File: config.mk
export PLATFORM = sky130hd
export DESIGN_NAME = yuv_to_rgb_conv
export DESIGN_NICKNAME = d
export VERILOG_FILES = /design/src/rtl/yuv_to_rgb_conv.sv
export SDC_FILE = /design/constraint.sdc
export NUM_CORES = 2
export LEC_CHECK = 0
export CAP_MARGIN = 25
export CORE_ASPECT_RATIO = 1.25
export CORE_MARGIN = 2
export CORE_UTILIZATION = 63
export DETAILED_ROUTE_END_ITERATION = 10
export PLACE_DENSITY = 0.82
export SYNTH_ARGS = -nofsm -noshare
export SYNTH_HDL_FRONTEND = slang
export SYNTH_SLANG_ARGS = --single-unit
File: constraint.sdc
create_clock -name aclk -period 7.8 [get_ports aclk]
set_clock_uncertainty 0.15 [all_clocks]
set_input_delay 1.17 -clock aclk [delete_from_list [all_inputs] [get_ports aclk]]
set_output_delay 1.17 -clock aclk [all_outputs]
set_load 0.01 [all_outputs]
File: src/rtl/yuv_to_rgb_conv.sv
// Y'UV444 to RGB colour-space converter: 2-entry input skid buffer feeding a
// 4-stage (offset, multiply, sum/shift, clamp) pipeline with per-packet mode.
module yuv_to_rgb_conv #(
    parameter int DATA_WIDTH = 64,
    parameter int USER_WIDTH = 1,
    parameter int DEST_WIDTH = 1,
    parameter int CHAIN_ID   = 0
) (
    input  logic                    aclk,
    input  logic                    aresetn,
    input  logic [1:0]              mode,
    input  logic [7:0]              alpha,
    input  logic                    src_t_valid,
    output logic                    src_t_ready,
    input  logic [DATA_WIDTH-1:0]   src_t_data,
    input  logic [DATA_WIDTH/8-1:0] src_t_keep,
    input  logic                    src_t_last,
    input  logic [USER_WIDTH-1:0]   src_t_user,
    output logic                    dst_t_valid,
    input  logic                    dst_t_ready,
    output logic [DATA_WIDTH-1:0]   dst_t_data,
    output logic [DATA_WIDTH/8-1:0] dst_t_keep,
    output logic [DATA_WIDTH/8-1:0] dst_t_strb,
    output logic                    dst_t_last,
    output logic [USER_WIDTH-1:0]   dst_t_user,
    output logic [DEST_WIDTH-1:0]   dst_t_dest,
    output logic                    dst_t_id,
    output logic [31:0]             pkt_count
);

    localparam int PIXELS = DATA_WIDTH / 32;

    typedef struct packed {
        logic [DATA_WIDTH-1:0] data;
        logic                  last;
        logic [USER_WIDTH-1:0] user;
        logic [1:0]            mode;
        logic [7:0]            alpha;
    } beat_t;

    typedef struct packed {
        logic signed [11:0] ky;
        logic signed [11:0] kr;
        logic signed [11:0] kgu;
        logic signed [11:0] kgv;
        logic signed [11:0] kbu;
    } coef_t;

    function automatic coef_t coef_sel(input logic [1:0] m);
        coef_t c;
        case (m)
            2'd1:    c = '{12'sd256, 12'sd359, 12'sd88,  12'sd183, 12'sd454};
            2'd2:    c = '{12'sd298, 12'sd459, 12'sd55,  12'sd136, 12'sd541};
            default: c = '{12'sd298, 12'sd409, 12'sd100, 12'sd208, 12'sd516};
        endcase
        return c;
    endfunction

    function automatic logic [7:0] sat8(input logic signed [11:0] x);
        if (x < 0)
            return 8'd0;
        else if (x > 12'sd255)
            return 8'd255;
        else
            return x[7:0];
    endfunction

    // Handshake / flow-control state
    logic [1:0] sk_count, sk_count_nxt;
    beat_t      sk [2];
    logic       wr_idx;
    logic       push, pop, push_sk;
    logic       first_q;
    logic [1:0] mode_q;
    logic [7:0] alpha_q;
    logic       s1_v, s2_v, s3_v;
    logic       s0_v;
    logic       ld1, ld2, ld3, ld4;

    beat_t in_beat, s0_beat, s1_beat, s2_beat, s3_beat;

    // Datapath
    logic signed [9:0]  c_nxt [PIXELS];
    logic signed [8:0]  d_nxt [PIXELS];
    logic signed [8:0]  e_nxt [PIXELS];
    logic signed [9:0]  s1_c  [PIXELS];
    logic signed [8:0]  s1_d  [PIXELS];
    logic signed [8:0]  s1_e  [PIXELS];
    logic signed [9:0]  yoff;
    coef_t              kc;
    logic signed [19:0] yc_nxt [PIXELS];
    logic signed [19:0] re_nxt [PIXELS];
    logic signed [19:0] gu_nxt [PIXELS];
    logic signed [19:0] gv_nxt [PIXELS];
    logic signed [19:0] bu_nxt [PIXELS];
    logic signed [19:0] s2_yc  [PIXELS];
    logic signed [19:0] s2_re  [PIXELS];
    logic signed [19:0] s2_gu  [PIXELS];
    logic signed [19:0] s2_gv  [PIXELS];
    logic signed [19:0] s2_bu  [PIXELS];
    logic signed [19:0] sum_r, sum_g, sum_b;
    logic signed [11:0] red_nxt [PIXELS];
    logic signed [11:0] grn_nxt [PIXELS];
    logic signed [11:0] blu_nxt [PIXELS];
    logic signed [11:0] s3_red  [PIXELS];
    logic signed [11:0] s3_grn  [PIXELS];
    logic signed [11:0] s3_blu  [PIXELS];
    logic [DATA_WIDTH-1:0] out_nxt;

    assign dst_t_keep = '1;
    assign dst_t_strb = '1;
    assign dst_t_id   = 1'b0;

    // Mode/alpha are frozen for the whole packet at the handshake of its first beat.
    always_comb begin
        in_beat.data  = src_t_data;
        in_beat.last  = src_t_last;
        in_beat.user  = src_t_user;
        in_beat.mode  = first_q ? mode  : mode_q;
        in_beat.alpha = first_q ? alpha : alpha_q;
    end

    always_comb begin
        push    = src_t_valid && src_t_ready;
        ld4     = !dst_t_valid || dst_t_ready;
        ld3     = !s3_v || ld4;
        ld2     = !s2_v || ld3;
        ld1     = !s1_v || ld2;
        s0_v    = (sk_count != 2'd0) || push;
        s0_beat = (sk_count != 2'd0) ? sk[0] : in_beat;
        pop     = ld1 && (sk_count != 2'd0);
        push_sk = push && !(ld1 && (sk_count == 2'd0));
        wr_idx  = sk_count[0] & ~pop;
        sk_count_nxt = sk_count + 2'(push_sk) - 2'(pop);
    end

    always_ff @(posedge aclk or negedge aresetn) begin
        if (!aresetn) begin
            sk_count    <= 2'd0;
            src_t_ready <= 1'b0;
            first_q     <= 1'b1;
            mode_q      <= 2'd0;
            alpha_q     <= 8'd0;
            s1_v        <= 1'b0;
            s2_v        <= 1'b0;
            s3_v        <= 1'b0;
            dst_t_valid <= 1'b0;
            dst_t_last  <= 1'b0;
            pkt_count   <= 32'd0;
        end else begin
            sk_count    <= sk_count_nxt;
            src_t_ready <= (sk_count_nxt != 2'd2);
            if (push) begin
                first_q <= src_t_last;
                if (first_q) begin
                    mode_q  <= mode;
                    alpha_q <= alpha;
                end
            end
            if (ld1) s1_v <= s0_v;
            if (ld2) s2_v <= s1_v;
            if (ld3) s3_v <= s2_v;
            if (ld4) begin
                dst_t_valid <= s3_v;
                dst_t_last  <= s3_v && s3_beat.last;
            end
            if (dst_t_valid && dst_t_ready && dst_t_last)
                pkt_count <= pkt_count + 32'd1;
        end
    end

    always_comb begin
        yoff = (s0_beat.mode == 2'd1) ? 10'sd0 : 10'sd16;
        for (int k = 0; k < PIXELS; k++) begin
            c_nxt[k] = $signed({2'b00, s0_beat.data[32*k+16 +: 8]}) - yoff;
            d_nxt[k] = $signed({1'b0,  s0_beat.data[32*k+8  +: 8]}) - 9'sd128;
            e_nxt[k] = $signed({1'b0,  s0_beat.data[32*k    +: 8]}) - 9'sd128;
        end
    end

    always_comb begin
        kc = coef_sel(s1_beat.mode);
        for (int k = 0; k < PIXELS; k++) begin
            yc_nxt[k] = 20'(s1_c[k]) * 20'(kc.ky);
            re_nxt[k] = 20'(s1_e[k]) * 20'(kc.kr);
            gu_nxt[k] = 20'(s1_d[k]) * 20'(kc.kgu);
            gv_nxt[k] = 20'(s1_e[k]) * 20'(kc.kgv);
            bu_nxt[k] = 20'(s1_d[k]) * 20'(kc.kbu);
        end
    end

    always_comb begin
        sum_r = '0;
        sum_g = '0;
        sum_b = '0;
        for (int k = 0; k < PIXELS; k++) begin
            sum_r      = s2_yc[k] + s2_re[k] + 20'sd128;
            sum_g      = s2_yc[k] - s2_gu[k] - s2_gv[k] + 20'sd128;
            sum_b      = s2_yc[k] + s2_bu[k] + 20'sd128;
            red_nxt[k] = 12'(sum_r >>> 8);
            grn_nxt[k] = 12'(sum_g >>> 8);
            blu_nxt[k] = 12'(sum_b >>> 8);
        end
    end

    // Bypass mode forwards the original lane word, byte 3 included.
    always_comb begin
        out_nxt = s3_beat.data;
        if (s3_beat.mode != 2'd3) begin
            for (int k = 0; k < PIXELS; k++)
                out_nxt[32*k +: 32] = {s3_beat.alpha, sat8(s3_red[k]), sat8(s3_grn[k]), sat8(s3_blu[k])};
        end
    end

    // NOTE: payload registers carry no reset; only valid flags, counters and
    // sideband with a defined reset value live in the reset block above.
    always_ff @(posedge aclk) begin
        if (pop)
            sk[0] <= sk[1];
        if (push_sk)
            sk[wr_idx] <= in_beat;
        if (ld1) begin
            s1_beat <= s0_beat;
            s1_c    <= c_nxt;
            s1_d    <= d_nxt;
            s1_e    <= e_nxt;
        end
        if (ld2) begin
            s2_beat <= s1_beat;
            s2_yc   <= yc_nxt;
            s2_re   <= re_nxt;
            s2_gu   <= gu_nxt;
            s2_gv   <= gv_nxt;
            s2_bu   <= bu_nxt;
        end
        if (ld3) begin
            s3_beat <= s2_beat;
            s3_red  <= red_nxt;
            s3_grn  <= grn_nxt;
            s3_blu  <= blu_nxt;
        end
        if (ld4) begin
            dst_t_data <= out_nxt;
            dst_t_user <= s3_beat.user >> 1;
            dst_t_dest <= s3_beat.user[0] ? DEST_WIDTH'(CHAIN_ID) : '0;
        end
    end

    always_ff @(posedge aclk) begin
        if (aresetn && src_t_valid && src_t_ready)
            assert (&src_t_keep)
            else $error("yuv_to_rgb_conv: partial src beat treated as full");
    end

endmodule

==> out/metrics.csv <==
stage,metric,value,unit
run_status,status,completed,
detailed_routing,antenna violation net count after detailed routing,0,
setup_path,FF-to-FF setup slack,1.17,ns
global_route,total gr overflow,0,
clocking,post-cts sizing count,0,
setup_path,crit path launch type,flop,
timing,setup TNS,0,ns
yosys,average cell area after synthesis,12.3,um^2
floorplanning,die extent in x,267,um
yosys,most frequent cells after synthesis,"ha_1 (805), edfxtp_1 (717), inv_1 (689)",
final_layout,Area Overhead vs Synth,11.0,%
yosys,"area leader, netlist",edfxtp_1,
yosys,dominant synthesized flop cell,edfxtp_1,
hold_path,Worst Hold Launch,s2_beat[63],
yosys,Synth cell types,75,
timing,slew margin rel.,30.1,%
hold_path,Hold Crit Depth,0,
setup_path,Setup Crit Path Kind,flop to flop,
detailed_routing,drt total wl,117000,um
yosys,flop and latch count out of synthesis,768,
yosys,mux contribution to synthesized area,3.04,%
timing,final worst-path cycle share,85.0,%
placed_design,I/O Buffers,177,
placed_design,Placer Congestion,0.902,
timing,Fmax,151,MHz
global_route,first-pass GRT wire length,187000,um
detailed_routing,drt drc,0,
setup_path,crit path launch,s1_beat[9],
clocking,htree depth,3,
timing,minimum clock period,6.63,ns
global_route,largest net degree at the start of global routing,137,
setup_path,Worst R2R Start,s1_beat[9],
floorplanning,Placeable Area,85900,um^2
yosys,register area share after synthesis,41.7,%
yosys,post-synthesis adder-cell area fraction,32.2,%
final_layout,n_diodes,0,
detailed_routing,first drt pass iteration count,5,
placed_design,Detailed Place HPWL,89200,um
clocking,Clock transition at path regs,0.07,ns
final_layout,ratio of cells with drive above 1 in the final layout,6.76,%
global_route,All-Layer GR Usage,27.1,%
global_route,vias in the first global route,35700,
clocking,CTS Hold Bufs,0,
floorplanning,num rows,120,
yosys,Synth Area in Simple Gates,7.18,%
detailed_routing,1st-iter DRT viols,2147,
detailed_routing,routed vias,33500,
clocking,Skew-Pair Late Insertion Delay,0.67,ns
detailed_routing,Vias/cell,5.69,
yosys,dominant cells by area after synthesis,"edfxtp_1 (39%), ha_1 (18%), fa_1 (14%), inv_1 (4.7%), xnor2_1 (2.9%)",
global_route,antenna violations before repair,2,
hold_path,WHS Endpoint,s3_beat[63],
yosys,share of the synthesized area in the top cell type,39.4,%
yosys,synthesized instance count,4457,
setup_path,Setup crit end kind,flop,
setup_path,Arrival @ worst endpoint,6.89,ns
yosys,largest family of logic cells by synthesized area,adder cells,
clocking,TritonCTS clock tree,yes,
yosys,Synth async-reset ratio,6.64,%
timing,RSZ-0062 raised after global routing,no,
yosys,Synthesis Warnings,0,
timing,final hold violations,0,
floorplanning,Die ar.,89200,um^2
yosys,"EDFF count, synth",717,
clocking,CTS Sinks,768,
hold_path,Hold WC Path Type,flop to flop,
yosys,post-synthesis cell area,54700,um^2
setup_path,worst flop-to-flop path endpoint,s2_gu[17],
clocking,total setup buffers inserted after CTS,0,
clocking,Clock Path Buffers,3,
yosys,Synth Area in Compound Gates,6.36,%
final_layout,Post-layout nets,5938,
setup_path,critical path data required time,8.07,ns
floorplanning,Initial Utilization,63.7,%
timing,Setup Viol. Count Final,0,
yosys,Post-Synth XOR/XNOR Area,3.89,%
timing,Final Slew Violations,0,
clocking,CTS Buf Count,78,
yosys,most frequent cell after synthesis,ha_1,
clocking,Root Buffer,clkbuf_16,
floorplanning,Die Span Y,333,um
setup_path,reg2reg path depth,21,
run,max-cap violation count,0,
timing,Worst Max-Slew Pin Slew,1.05,ns
setup_path,crit-path max FO,32,
detailed_routing,Avg WL per Cell,19.8,um
floorplanning,Top-Level Pins,206,
per-stage QoR:
step / std cells / utilization, % / worst slack [ns] / hold slack (ns) / cell area (um^2)
after CTS: 5888 / 70.6 / 0.961 / 0.262 / 60600
after floorplan: 4480 / - / 0.195 / 0.250 / 54800
after global placement: 5746 / 67.3 / 1.24 / 0.250 / 57800
after global routing: 5891 / 70.7 / 0.840 / 0.271 / 60700
final: 5891 / 70.7 / 1.17 / 0.264 / 60700
after detailed placement: 5746 / 67.3 / 1.06 / 0.255 / 57800
sequential cells by signal, summed over array words and instances (netlist names), 10 cells and up:
name / flops
s1_c: 10
s2_gu: 40
s2_yc: 36
s2_gv: 40
s2_beat: 75
sk: 150
pkt_count: 32
s1_beat: 75
dst_t_data: 64
s2_re: 38
s3_grn: 24
s3_beat: 75
s3_blu: 24
s3_red: 24
s2_bu: 38
per-layer routing:
layer | wire (um) | GRT usage [%]
met1 | 46300 | 33.1
met2 | 59900 | 48.1
met3 | 6140 | 3.89
met4 | 4450 | 10.7
met5 | 12 | 0
layout make-up:
| class | count | area, um^2 |
|---|---|---|
| multi-input combinational | 2920 | 28900 |
| fill | 5876 | 25200 |
| sequential | 768 | 22800 |
| inverter | 690 | 2600 |
| timing repair buffer | 212 | 2110 |
| clock buffer | 87 | 2050 |
| tap | 1159 | 1450 |
| clock inverter | 55 | 769 |
cells in the final DEF, fill, tap and decap left out, types with 18 or more instances in the layout:
| cell type | n |
|---|---|
| ha_1 | 805 |
| edfxtp_1 | 717 |
| inv_1 | 687 |
| fa_1 | 375 |
| nand2_1 | 245 |
| xnor2_1 | 178 |
| clkdlybuf4s50_1 | 176 |
| nor2_1 | 172 |
| a21oi_1 | 145 |
| mux2_2 | 102 |
| o21ai_0 | 90 |
| nor2b_1 | 87 |
| clkbuf_16 | 81 |
| and2_1 | 80 |
| xor2_1 | 65 |
| a21o_1 | 53 |
| o31ai_1 | 53 |
| dfrtp_1 | 50 |
| nand2b_1 | 46 |
| nand3_1 | 40 |
| nor3_1 | 36 |
| o21a_1 | 32 |
| buf_4 | 30 |
| o21bai_1 | 26 |
| conb_1 | 25 |
| and3_1 | 24 |
| mux2i_1 | 23 |
| mux2_4 | 19 |
| or3_1 | 18 |
kinds of logic (layout without fill, tap and decap cells):
kind of cell,after synthesis,in the layout
adder cells (fa/ha/maj),1180,1180
AND/OR/NAND/NOR,803,803
buffers and inverters,792,1044
flip-flops,768,768
AO/OA/AOI/OAI,525,525
XOR/XNOR,243,243
multiplexers,144,144
other,2,25
worst max-delay path, stage by stage, from the launching register on:
cell and delay [ns]:
edfxtp_1 0.46, inv_1 0.11, ha_1 0.52, buf_12 0.29, and2_1 0.34, fa_1 0.49
fa_1 0.47, ha_1 0.29, inv_1 0.05, fa_1 0.48, inv_1 0.05, ha_1 0.27
ha_1 0.17, inv_1 0.07, fa_1 0.47, nor2b_1 0.12, o21ai_0 0.11, a21boi_0 0.36
o211ai_1 0.22, a211o_1 0.37, and3_1 0.15, a311oi_1 0.35
worst max-delay path by stage:
stage                 to  depth (start not counted)  slack [ns]
2_1_floorplan   sk[0][0]                          4        0.20
3_3_place_gp   s2_gu[17]                         17        1.24
3_5_place_dp   s2_gu[17]                         17        1.06
4_1_cts        s2_gu[17]                         17        0.96
5_1_grt        s2_gu[17]                         21        0.84
6_report       s2_gu[17]                         21        1.17
Power is not shown: default switching activity piles up to over one toggle a cycle in this logic, so the estimate is an artifact.
